[src/rtl/i2c_pkg.sv]
// Shared types and elaboration-time helpers for the I2C clock/bit blocks.
// The cycle math is done in 64 bits because CLK_HZ*LOW_PCT overflows 32 bits.
package i2c_pkg;

    typedef enum logic [1:0] {
        IDLE  = 2'd0,
        LOW   = 2'd1,
        HWAIT = 2'd2,
        HIGH  = 2'd3
    } scl_state_t;

    // Truncating clk_hz*pct/(scl_hz*100); pct=100 gives the full period.
    function automatic logic [63:0] cyc_calc(
        input logic [63:0] clk_hz,
        input logic [63:0] scl_hz,
        input logic [63:0] pct
    );
        return (clk_hz * pct) / (scl_hz * 64'd100);
    endfunction

    function automatic logic [63:0] max3(
        input logic [63:0] a,
        input logic [63:0] b,
        input logic [63:0] c
    );
        logic [63:0] m;
        m = (a > b) ? a : b;
        return (m > c) ? m : c;
    endfunction

endpackage

[src/rtl/i2c_sync2.sv]
// Two-flop synchronizer for the open-drain bus inputs (SCL, SDA).
// Resets to 1 so that a released bus reads idle straight out of reset.
module i2c_sync2 #(
    parameter int WIDTH = 1
) (
    input  logic             clk,
    input  logic             rst_n,
    input  logic [WIDTH-1:0] d,
    output logic [WIDTH-1:0] q
);

    logic [WIDTH-1:0] meta_reg;
    logic [WIDTH-1:0] sync_reg;

    always_ff @(posedge clk) begin
        if (!rst_n) begin
            meta_reg <= '1;
            sync_reg <= '1;
        end else begin
            meta_reg <= d;
            sync_reg <= meta_reg;
        end
    end

    assign q = sync_reg;

endmodule

[src/rtl/i2c_scl_gen.sv]
// Parametrised SCL generator with slave clock stretching, stretch timeout and
// per-phase strobes for the bit FSM. Outputs are registered from next-state.
module i2c_scl_gen
    import i2c_pkg::*;
#(
    parameter int unsigned CLK_HZ      = 156_250_000,
    parameter int unsigned SCL_HZ      = 100_000,
    parameter int unsigned LOW_PCT     = 50,
    parameter int unsigned STRETCH_MAX = 156_250
) (
    input  logic CLK,
    input  logic rst_n,
    input  logic en,
    input  logic scl_i,
    output logic scl_t,
    output logic busy,
    output logic fall_stb,
    output logic mid_low_stb,
    output logic mid_high_stb,
    output logic bit_done,
    output logic stretching,
    output logic stretch_err
);

    localparam logic [63:0] TOT_CYC  = cyc_calc(64'(CLK_HZ), 64'(SCL_HZ), 64'd100);
    localparam logic [63:0] LOW_CYC  = cyc_calc(64'(CLK_HZ), 64'(SCL_HZ), 64'(LOW_PCT));
    localparam logic [63:0] HIGH_CYC = TOT_CYC - LOW_CYC;
    localparam int          CNT_W    = $clog2(max3(LOW_CYC, HIGH_CYC, 64'(STRETCH_MAX)) + 64'd1);

    localparam logic [CNT_W-1:0] CNT_ONE   = CNT_W'(1);
    localparam logic [CNT_W-1:0] LOW_LAST  = CNT_W'(LOW_CYC - 64'd1);
    localparam logic [CNT_W-1:0] LOW_MID   = CNT_W'(LOW_CYC / 64'd2);
    // HWAIT already contributes 3 released cycles, so HIGH itself is 3 shorter.
    localparam logic [CNT_W-1:0] HIGH_LAST = CNT_W'(HIGH_CYC - 64'd4);
    localparam logic [CNT_W-1:0] HIGH_MID  = CNT_W'((HIGH_CYC - 64'd3) / 64'd2);
    localparam logic [CNT_W-1:0] STR_LIM   = CNT_W'(STRETCH_MAX);
    localparam logic [CNT_W-1:0] STR_SHOW  = CNT_W'(3);

    if (LOW_CYC < 64'd4 || HIGH_CYC < 64'd8) begin : g_bad_timing
        $error("i2c_scl_gen: LOW_CYC=%0d HIGH_CYC=%0d too short for this CLK/SCL ratio",
               LOW_CYC, HIGH_CYC);
    end
    if (LOW_PCT < 1 || LOW_PCT > 99) begin : g_bad_pct
        $error("i2c_scl_gen: LOW_PCT=%0d outside 1..99", LOW_PCT);
    end

    logic scl_s;

    i2c_sync2 #(
        .WIDTH(1)
    ) u_scl_sync (
        .clk  (CLK),
        .rst_n(rst_n),
        .d    (scl_i),
        .q    (scl_s)
    );

    scl_state_t       state_reg, state_next;
    logic [CNT_W-1:0] cnt_reg, cnt_next;
    logic             err_lock_reg, err_lock_next;
    logic             timeout;

    logic scl_t_reg, scl_t_next;
    logic busy_reg, busy_next;
    logic fall_stb_reg, fall_stb_next;
    logic mid_low_stb_reg, mid_low_stb_next;
    logic mid_high_stb_reg, mid_high_stb_next;
    logic bit_done_reg, bit_done_next;
    logic stretching_reg, stretching_next;
    logic stretch_err_reg, stretch_err_next;

    always_comb begin
        state_next    = state_reg;
        cnt_next      = cnt_reg;
        err_lock_next = err_lock_reg;
        timeout       = 1'b0;

        if (!en) begin
            err_lock_next = 1'b0;
        end

        case (state_reg)
            IDLE: begin
                cnt_next = '0;
                if (en && !err_lock_reg) begin
                    state_next = LOW;
                end
            end
            LOW: begin
                if (cnt_reg == LOW_LAST) begin
                    state_next = HWAIT;
                    cnt_next   = '0;
                end else begin
                    cnt_next = cnt_reg + CNT_ONE;
                end
            end
            HWAIT: begin
                // A release seen on the timeout cycle still wins.
                if (scl_s) begin
                    state_next = HIGH;
                    cnt_next   = '0;
                end else if (cnt_reg == STR_LIM) begin
                    timeout       = 1'b1;
                    state_next    = IDLE;
                    cnt_next      = '0;
                    err_lock_next = 1'b1;
                end else begin
                    cnt_next = cnt_reg + CNT_ONE;
                end
            end
            HIGH: begin
                if (cnt_reg == HIGH_LAST) begin
                    cnt_next   = '0;
                    state_next = en ? LOW : IDLE;
                end else begin
                    cnt_next = cnt_reg + CNT_ONE;
                end
            end
            default: begin
                state_next = IDLE;
                cnt_next   = '0;
            end
        endcase

        scl_t_next        = (state_next != LOW);
        busy_next         = (state_next != IDLE);
        fall_stb_next     = (state_next == LOW)  && (cnt_next == '0);
        mid_low_stb_next  = (state_next == LOW)  && (cnt_next == LOW_MID);
        mid_high_stb_next = (state_next == HIGH) && (cnt_next == HIGH_MID);
        bit_done_next     = (state_next == HIGH) && (cnt_next == HIGH_LAST);
        // Only counts past the 3-cycle sync latency are a real stretch.
        stretching_next   = (state_next == HWAIT) && (cnt_next >= STR_SHOW);
        stretch_err_next  = timeout;
    end

    always_ff @(posedge CLK) begin
        if (!rst_n) begin
            state_reg        <= IDLE;
            cnt_reg          <= '0;
            err_lock_reg     <= 1'b0;
            scl_t_reg        <= 1'b1;
            busy_reg         <= 1'b0;
            fall_stb_reg     <= 1'b0;
            mid_low_stb_reg  <= 1'b0;
            mid_high_stb_reg <= 1'b0;
            bit_done_reg     <= 1'b0;
            stretching_reg   <= 1'b0;
            stretch_err_reg  <= 1'b0;
        end else begin
            state_reg        <= state_next;
            cnt_reg          <= cnt_next;
            err_lock_reg     <= err_lock_next;
            scl_t_reg        <= scl_t_next;
            busy_reg         <= busy_next;
            fall_stb_reg     <= fall_stb_next;
            mid_low_stb_reg  <= mid_low_stb_next;
            mid_high_stb_reg <= mid_high_stb_next;
            bit_done_reg     <= bit_done_next;
            stretching_reg   <= stretching_next;
            stretch_err_reg  <= stretch_err_next;
        end
    end

    assign scl_t        = scl_t_reg;
    assign busy         = busy_reg;
    assign fall_stb     = fall_stb_reg;
    assign mid_low_stb  = mid_low_stb_reg;
    assign mid_high_stb = mid_high_stb_reg;
    assign bit_done     = bit_done_reg;
    assign stretching   = stretching_reg;
    assign stretch_err  = stretch_err_reg;

endmodule

[config.mk]
export PLATFORM = sky130hd
export DESIGN_NAME = i2c_scl_gen
export DESIGN_NICKNAME = d
export VERILOG_FILES = /design/src/rtl/i2c_pkg.sv /design/src/rtl/i2c_sync2.sv /design/src/rtl/i2c_scl_gen.sv
export SDC_FILE = /design/constraint.sdc
export NUM_CORES = 1
export LEC_CHECK = 0
export CORE_AREA = 3 3 76 78
export CTS_CLUSTER_DIAMETER = 60
export DETAILED_ROUTE_END_ITERATION = 12
export DIE_AREA = 0 0 79 81
export SLEW_MARGIN = 20
export SYNTH_ARGS = -nofsm -noshare
export SYNTH_HDL_FRONTEND = slang
export SYNTH_SLANG_ARGS = --single-unit
[constraint.sdc]
create_clock -name CLK -period 2.7 [get_ports CLK]
set_input_delay 0.27 -clock CLK [delete_from_list [all_inputs] [get_ports CLK]]
set_output_delay 0.27 -clock CLK [all_outputs]
set_load 0.005 [all_outputs]
==> results.py <==
metrics = {
    "synthesis": {
        "synth_cells": 197,
        "synth_seq_area_share_pct": 34.3,
        "synth_cell_type_count": 53,
        "synth_fp_nets": 205,
        "ys_ff_latch": 31,
        "syn_avg_cell_area_sq_um": 9.17,
        "synth_edf_count": 0,
        "dominantRegCellSynth": "dfxtp_1",
        "ys.warnings.count": 0,
        "async_flop_share_pct": 0,
        "syn_area_sq_mm": 0.00181,
    },
    "cells_and_area": {
        "largest_reg_flops": 18,
        "diodes": 0,
        "areaGrowthSynthToFinish_pct": 14.9,
        "fillers": 556,
        "final_nets": 216,
        "drive_above_1_share_pct": 16.7,
        "final_util_pct": 40.4,
    },
    "place": {
        "dpl.hpwl_mm": 2.88,
        "portBuffers": 11,
        "gp_congestion": 0.814,
    },
    "route": {
        "num_vias": 1437,
        "drc_errors": 0,
        "avgRoutedWirePerCell_um": 14.0,
        "wirelength_mm": 3.91,
        "drt-pass1-iter-count": 4,
        "avgViaCountPerCell": 5.15,
        "drt_iter0_drc": 57,
        "ant_nets": 0,
    },
    "die": {
        "fp.dieH_um": 81,
        "die-area_sq_mm": 0.00640,
        "die_width_um": 79,
        "initial_utilization_pct": 35.2,
        "ioPinCount": 12,
        "rows": 26,
        "coreArea_sq_mm": 0.00514,
    },
    "sta": {
        "fmax_mhz": 440,
        "clock_skew_ns": 0.00552,
        "max_slew_margin_pct": 63.8,
        "rsz0062_at_grt": "no",
        "fin_tns_setup_ns": 0,
        "hold_viol": 0,
        "whs_ns": 0.410,
        "period_minus_slack_ns": 2.27,
        "finalCritPeriodShare_pct": 84.2,
        "worst_pin_slew_ns": 0.542,
        "drv_slew": 0,
        "setup_viol": 0,
    },
    "clock_network": {
        "cts_sinks": 31,
        "cts_buffers": 5,
        "clk_pin_slew_ns": 0.07,
        "cts.path.max_buffers": 2,
        "cts_resized": 0,
        "cts_root_buf": "clkbuf_8",
        "cts_max_level": 2,
        "worstSkewPairLatency_ns": 0.28,
        "cts_hold_buf": 0,
        "cts_tree": "built",
        "cts_setup_buffers": 0,
    },
    "global_route": {
        "antenna_found_initial": 0,
        "grt_max_degree": 17,
        "grtUsageTotal_pct": 13.0,
        "grt_pass1_wl_mm": 6.53,
        "grt-ovfl-total": 0,
        "grt_pass1_vias": 1413,
    },
    "critical_path": {
        "critPathLaunchType": "flop",
        "path_class": "reg -> reg",
        "crit_arrival_ns": 2.42,
        "worst-endpoint-required_ns": 2.85,
        "path_max_fanout": 16,
        "end_kind": "flop",
    },
    "pwr": {
        "max-vdd-ir-drop_v": 0.000230,
        "leakage_nw": 0.678,
        "powerDensity_mw_per_mm2": 477,
    },
    "flow_run": {
        "max_cap_viol_count": 0,
    },
    "worst_hold_path": {
        "min-delay-path-class": "reg -> reg",
    },
    "run_status": {
        "status": "completed",
    },
}
[synthesized netlist by cell type (all sizes together) (2+ instances only)]
cell type | n | area share [%]
and3 | 2 | 0.69
ha | 4 | 2.8
nor4 | 9 | 5.0
nand4 | 8 | 4.4
a31oi | 3 | 1.7
and2 | 2 | 0.83
nand2 | 15 | 3.1
nand3 | 12 | 3.9
nor2b | 2 | 0.69
a31o | 3 | 1.5
xor2 | 4 | 1.9
and4 | 2 | 0.97
xnor2 | 13 | 6.3
a21oi | 4 | 1.1
o21ai | 4 | 1.1
buf | 9 | 3.6
inv | 6 | 1.2
nand3b | 2 | 1.0
a311o | 2 | 1.1
a211o | 3 | 1.5
or4 | 2 | 0.83
nand2b | 3 | 1.0
nor4b | 2 | 1.7
or3 | 3 | 1.3
nor3 | 8 | 2.2
nor2 | 25 | 5.2
o31ai | 3 | 1.8
dfxtp | 31 | 34
[final timing paths]
check | from | end | slack, ns | cells past startpoint
setup / recovery | cnt_reg[0]$_SDFF_PN0_ | cnt_reg[9]$_SDFF_PN0_ | 0.43 | 9
hold / removal | u_scl_sync.meta_reg$_SDFF_PN1_ | u_scl_sync.q$_SDFF_PN1_ | 0.41 | 1
setup reg to reg | cnt_reg[0]$_SDFF_PN0_ | cnt_reg[9]$_SDFF_PN0_ | 0.43 | 9
hold reg to reg | u_scl_sync.meta_reg$_SDFF_PN1_ | u_scl_sync.q$_SDFF_PN1_ | 0.41 | 1
[final cells by class]
type,instances,area [sq um],area share (%)
clock buffer,6,82.6,3.98
clock inverter,2,35.0,1.69
inverter,6,22.5,1.08
multi-input combinational,150,1090,52.7
sequential,31,621,29.9
tap,70,87.6,4.22
timing repair buffer,14,133,6.39
[per-stage QoR]
stage	setup slack (ns)	area, sq um	cells	total power [W]
2_1_floorplan	0.489	1810	197	0.000507
3_5_place_dp	0.368	1960	271	0.000530
3_3_place_gp	0.428	1960	271	0.000531
6_report	0.425	2080	279	0.000991
4_1_cts	0.360	2080	279	0.000998
5_1_grt	0.151	2080	279	0.00103
[layout by cell type, fill, tap and decap left out, types with 3 or more instances in the layout]
cell,count
a211o_1,3
a21oi_1,4
buf_4,3
clkbuf_8,6
clkdlybuf4s50_1,11
dfxtp_1,31
ha_1,4
inv_1,6
nand2_1,15
nand2b_1,3
nand3_1,10
nand4_1,6
nor2_1,25
nor3_1,8
nor4_1,5
nor4_2,3
o21ai_0,3
xnor2_1,13
xor2_1,4
[cell families (layout without fill, tap and decap cells)]
family / Yosys count / after routing / share of synthesized area, %
AO/OA/AOI/OAI: 30 / 30 / 15.4
buffers and inverters: 16 / 28 / 5.05
flip-flops: 31 / 31 / 34.3
adder cells (fa/ha/maj): 4 / 4 / 2.77
AND/OR/NAND/NOR: 98 / 98 / 33.7
multiplexers: 1 / 1 / 0.554
XOR/XNOR: 17 / 17 / 8.24
[report_power, final]
group	internal (W)	total [W]	switching [W]	leakage, nW
logic	0.0000220	0.0000512	0.0000292	0.365
registers	0.000464	0.000469	0.00000515	0.252
clock network	0.000298	0.000470	0.000172	0.0612
[worst max-delay path, stage by stage, from the launching register on]
cell     delay, ns
dfxtp_1       0.31
buf_4         0.17
inv_1         0.15
ha_1          0.17
nand2_1       0.05
nor3_1        0.31
a211o_1       0.28
nand3_1       0.15
nand2_1       0.45
a21oi_1       0.09
[metal layers]
layer  vias to the layer above  wire length, um  track usage, %
li1                        733                -               -
met2                        15             1800            22.4
met4                         0               54            3.78
met3                         7               79            3.10
met1                       682             1980            16.2
met5                         -                0               0
(Power assumes the default switching activity.)
